--- src/rtl/rom_port_arbiter.sv ---
// Two-port round-robin arbiter sharing one combinational ROM read port.
// Registered responses one cycle after grant, misalignment flagging, saturating grant counters.
module rom_port_arbiter #(
  parameter int unsigned ADDR_WIDTH = 12,
  parameter int unsigned DATA_WIDTH = 32,
  parameter int unsigned CNT_WIDTH  = 16
) (
  input  logic                  clk,
  input  logic                  rst,
  input  logic                  p0_req,
  input  logic [ADDR_WIDTH-1:0] p0_addr,
  output logic                  p0_gnt,
  output logic                  p0_rvalid,
  output logic [DATA_WIDTH-1:0] p0_rdata,
  output logic                  p0_err,
  input  logic                  p1_req,
  input  logic [ADDR_WIDTH-1:0] p1_addr,
  output logic                  p1_gnt,
  output logic                  p1_rvalid,
  output logic [DATA_WIDTH-1:0] p1_rdata,
  output logic                  p1_err,
  output logic [ADDR_WIDTH-1:0] rom_addr,
  input  logic [DATA_WIDTH-1:0] rom_data,
  input  logic                  clr_count,
  output logic [CNT_WIDTH-1:0]  p0_count,
  output logic [CNT_WIDTH-1:0]  p1_count
);

  typedef enum logic {
    PORT0 = 1'b0,
    PORT1 = 1'b1
  } port_e;

  port_e                 last_gnt_q, last_gnt_d;
  logic                  p0_rvalid_q, p1_rvalid_q;
  logic [DATA_WIDTH-1:0] p0_rdata_q, p0_rdata_d, p1_rdata_q, p1_rdata_d;
  logic                  p0_err_q, p0_err_d, p1_err_q, p1_err_d;
  logic [CNT_WIDTH-1:0]  p0_cnt_q, p0_cnt_d, p1_cnt_q, p1_cnt_d;
  logic                  misalign;
  logic [DATA_WIDTH-1:0] resp_data;

  always_comb begin
    p0_gnt = 1'b0;
    p1_gnt = 1'b0;
    if (p0_req && p1_req) begin
      if (last_gnt_q == PORT1) p0_gnt = 1'b1;
      else                     p1_gnt = 1'b1;
    end else begin
      p0_gnt = p0_req;
      p1_gnt = p1_req;
    end
  end

  // Idle cycles still present port 0's address so the fetch path stays warm.
  assign rom_addr  = p1_gnt ? p1_addr : p0_addr;
  assign misalign  = |rom_addr[1:0];
  assign resp_data = misalign ? '0 : rom_data;

  always_comb begin
    last_gnt_d = last_gnt_q;
    p0_rdata_d = p0_rdata_q;
    p0_err_d   = p0_err_q;
    p1_rdata_d = p1_rdata_q;
    p1_err_d   = p1_err_q;
    p0_cnt_d   = p0_cnt_q;
    p1_cnt_d   = p1_cnt_q;
    if (p0_gnt) begin
      last_gnt_d = PORT0;
      p0_rdata_d = resp_data;
      p0_err_d   = misalign;
      if (p0_cnt_q != '1) p0_cnt_d = p0_cnt_q + 1'b1;
    end
    if (p1_gnt) begin
      last_gnt_d = PORT1;
      p1_rdata_d = resp_data;
      p1_err_d   = misalign;
      if (p1_cnt_q != '1) p1_cnt_d = p1_cnt_q + 1'b1;
    end
    if (clr_count) begin
      p0_cnt_d = '0;
      p1_cnt_d = '0;
    end
  end

  always_ff @(posedge clk) begin
    if (rst) begin
      last_gnt_q  <= PORT1;
      p0_rvalid_q <= 1'b0;
      p1_rvalid_q <= 1'b0;
      p0_rdata_q  <= '0;
      p1_rdata_q  <= '0;
      p0_err_q    <= 1'b0;
      p1_err_q    <= 1'b0;
      p0_cnt_q    <= '0;
      p1_cnt_q    <= '0;
    end else begin
      last_gnt_q  <= last_gnt_d;
      p0_rvalid_q <= p0_gnt;
      p1_rvalid_q <= p1_gnt;
      p0_rdata_q  <= p0_rdata_d;
      p1_rdata_q  <= p1_rdata_d;
      p0_err_q    <= p0_err_d;
      p1_err_q    <= p1_err_d;
      p0_cnt_q    <= p0_cnt_d;
      p1_cnt_q    <= p1_cnt_d;
    end
  end

  assign p0_rvalid = p0_rvalid_q;
  assign p1_rvalid = p1_rvalid_q;
  assign p0_rdata  = p0_rdata_q;
  assign p1_rdata  = p1_rdata_q;
  assign p0_err    = p0_err_q;
  assign p1_err    = p1_err_q;
  assign p0_count  = p0_cnt_q;
  assign p1_count  = p1_cnt_q;

endmodule

--- config.mk ---
export PLATFORM = sky130hd
export DESIGN_NAME = rom_port_arbiter
export DESIGN_NICKNAME = d
export VERILOG_FILES = /design/src/rtl/rom_port_arbiter.sv
export SDC_FILE = /design/constraint.sdc
export NUM_CORES = 1
export LEC_CHECK = 0
export CELL_PAD_IN_SITES_DETAIL_PLACEMENT = 1
export CELL_PAD_IN_SITES_GLOBAL_PLACEMENT = 1
export CORE_MARGIN = 1.5
export CORE_UTILIZATION = 35
export CTS_CLUSTER_DIAMETER = 40
export CTS_CLUSTER_SIZE = 12
export DETAILED_ROUTE_END_ITERATION = 10
export DONT_BUFFER_PORTS = 1
export HOLD_SLACK_MARGIN = 0.12
export PLACE_DENSITY = 0.72
export SLEW_MARGIN = 0
export SYNTH_ARGS = -nofsm -noshare
export SYNTH_HDL_FRONTEND = slang
export SYNTH_SLANG_ARGS = --single-unit
--- constraint.sdc ---
create_clock -name clk -period 2.1 [get_ports clk]
set_clock_uncertainty 0.15 [all_clocks]
set_input_delay 0.21 -clock clk [delete_from_list [all_inputs] [get_ports clk]]
set_output_delay 0.21 -clock clk [all_outputs]
set_load 0.1 [all_outputs]
==> reports/results.tsv <==
stage	metric	value	unit
power	peakVddDrop	0.507	mV
final_layout	final_util	0.538	
die	dieArea	0.0122	mm²
setup_path	crit_fanout	5	
final_layout	multiInputGateArea	0.00196	mm²
yosys	synth_cell_types	36	
worst_hold_path	worstHoldStart	p1_req	
yosys	synth.cell_area	0.00404	mm²
final_layout	nets	674	
clock_tree	cts_num_sinks	101	
yosys	synthArstFlopShare	0	
timing	fin_tns_setup	0	ns
final_layout	fillCellCount	1293	
setup_path	path_delay_family	simple AND/OR/NAND/NOR gates	
setup_path	path_cells	ha_2 > nand4_1 > a2111o_1 > or3_1 > a21oi_1	
yosys	syn_inst	468	
timing	slew_headroom	0.656	
yosys	synth_top_area_share	0.501	
worst_hold_path	min_path_type	in2reg	
clock_tree	htree_levels	3	
clock_tree	clockBufferDepth	2	
grt	grt_pass1_wl	23600	µm
final_layout	final_cell_mix	buf_4 (112), nor2_1 (73), dfxtp_1 (69), a22oi_1 (64), nand2_1 (45)	
route	wl	14700	µm
setup_path	r2r_cells	5	
setup_path	critPathBufInv	0	
grt	grt_pass1_vias	4456	
timing	final_hold_viol_count	0	
final_layout	regArea	0.00211	mm²
grt	grt_max_degree	77	
yosys	synth.area.top_cells	dfxtp_1 (50%), a22oi_1 (12%), nor2_1 (6.8%)	
die	pin_count	175	
timing	slew_violations	0	
setup_path	slowest_stage	a2111o_1	
route	dr.pass1.iters	4	
final_layout	antennaDiodeCount	0	
timing	finalSetupViolations	0	
clock_tree	numCtsBuffers	9	
yosys	yosysWarnings	0	
setup_path	critPathLaunch	p1_count[0]	
setup_path	max_stage_delay	0.44	ns
die	die_w	110	µm
clock_tree	cts_tree	done	
clock_tree	path_clk_slew	0.07	ns
setup_path	cp-end-kind	flip-flop	
worst_hold_path	min_to	p0_count[1]	
clock_tree	cts_root_buf	clkbuf_16	
timing	min_period_over_period	0.947	
power	power.density	740	mW/mm²
setup_path	r2r_setup_slack	0.11	ns
grt	grtUsageTotal	0.239	
timing	worst_pin_slew	0.512	ns
timing	period_minus_slack	1.99	ns
final_layout	area_growth	50.8	%
setup_path	required	2.22	ns
outcome	status	complete, no violations	
grt	antenna_found_initial	0	
route	drcViolationCount	0	
final_layout	final_common_cell	buf_4	
yosys	postSynthAreaPerCell	8.63	µm²
placed_design	port_buffers	0	
yosys	synth_edf_count	0	
die	fp.dieH	110	µm
die	rows	39	
die	core-area	0.0113	mm²
yosys	synthFlopType	dfxtp_1	
power	p_leak	2.41	nW
route	first_iter_violations	219	
setup_path	cp-start-kind	flip-flop	
final_layout	final_layout_size_suffix_gt1_frac	0.326	
timing	clock.fmax	0.503	GHz
placed_design	dpl.hpwl	9300	µm
setup_path	r2r-end	p1_count[14]	
yosys	ys_ff_latch	101	
grt	grt-ovfl-total	0	
route	ant_nets	0	
die	start_util	0.357	
yosys	synth_area_leader_cell	dfxtp_1	
clock_tree	clock_latency	0.34	ns
yosys	synth_nets	531	
timing	rsz0062_at_grt	no	
job	drv_cap	0	
setup_path	r2r_start	p1_count[0]	
route	routedWlPerCell	19.4	µm
route	vias	4262	
setup_path	worstSetupPathType	reg2reg	
route	via_per_inst	5.62	
placed_design	place_congestion	0.791	
worst_hold_path	holdPathStages	3	
yosys	seq_area_frac_synth	0.501	
setup_path	cp.arrival	2.11	ns
-- sequential cells by signal, indices dropped and copies added (netlist names) --
signal,flops
p1_count,16
p0_count,16
p0_err,1
p1_rdata,32
p1_err,1
last_gnt_q,1
p1_rvalid,1
p0_rvalid,1
p0_rdata,32
-- worst min-delay path, stage by stage --
cell and delay [ns]:
nand2b_2 0.09, nand2_2 0.19, o31ai_1 0.10
-- synth_stat cells (2+ instances only) --
library cell and number:
o31ai_1 10, dfxtp_1 101, inv_1 3, and4_1 4, or4_1 8, o211ai_1 2, nor3_1 5, mux2i_1 5
nor4_1 5, ha_1 2, a21oi_1 19, nor2_1 73, a22oi_1 64, or2_2 2, o21ai_0 12, and3_1 6
or3_1 17, nand3_1 8, clkbuf_1 30, nand2b_1 2, nand4_1 12, nor4b_1 2, o311ai_0 4, nand2_1 58
o41ai_1 3
-- metal layers --
layer  share of wire  track usage  up-vias
met4           0.021       0.0889        0
met3           0.056       0.0587       22
met5               0            0        -
met2            0.52        0.426      143
met1            0.40        0.276     2106
li1                -            -     1991
-- worst max path at each step --
| stage | end | slack, ns | cells past startpoint |
|---|---|---|---|
| after floorplan | p1_count[14] | 0.007 | 5 |
| after global placement | p1_count[15] | 0.13 | 4 |
| after detailed placement | p1_count[11] | 0.10 | 5 |
| after CTS | p0_gnt | 0.03 | 5 |
| after global routing | p1_count[14] | 0.01 | 5 |
| final | p1_count[14] | 0.11 | 5 |
-- through the flow --
stage / instances / setup slack, ns / hold WS (ns) / area (µm²) / power [mW]
6_report: 759 / 0.111 / 0.132 / 6090 / 4.50
5_1_grt: 759 / 0.0114 / 0.164 / 6090 / 4.65
4_1_cts: 755 / 0.0279 / 0.125 / 6020 / 4.53
3_3_place_gp: 702 / 0.130 / 0.153 / 5330 / 2.78
3_5_place_dp: 702 / 0.100 / 0.156 / 5330 / 2.79
2_1_floorplan: 468 / 0.00741 / 0.197 / 4180 / 2.60
-- logic make-up (layout without fill, tap and decap cells) --
logic type	after synthesis	in the layout	share of synthesized area
compound gates	118	118	0.205
xor+xnor	1	1	0.00217
fa+ha+maj	2	2	0.00620
buf+inv	37	185	0.0366
flops	101	101	0.501
mux	5	5	0.0124
simple gates	204	204	0.237
-- where the power goes --
part | internal (mW) | switching (mW) | total [mW]
combinational | 0.251 | 0.667 | 0.917
sequential | 1.93 | 0.0141 | 1.94
clock | 0.861 | 0.782 | 1.64
-- what timing repair did --
action                                  4_1_cts  5_1_grt
pin swaps                                     0        3
hold endpoints to repair                     84        0
resized for setup                             4       10
buffers inserted                              0        4
endpoints found under the setup margin       13       15
hold buffers                                 37        0
-- cell type report --
type,count,area share
multi-input cells,330,0.321
inverters,4,0.00247
well taps,143,0.0294
clock buffers,10,0.0393
clock inverters,6,0.00884
flip-flops and latches,101,0.347
repair buffers,165,0.252
(Power assumes the default switching activity.)
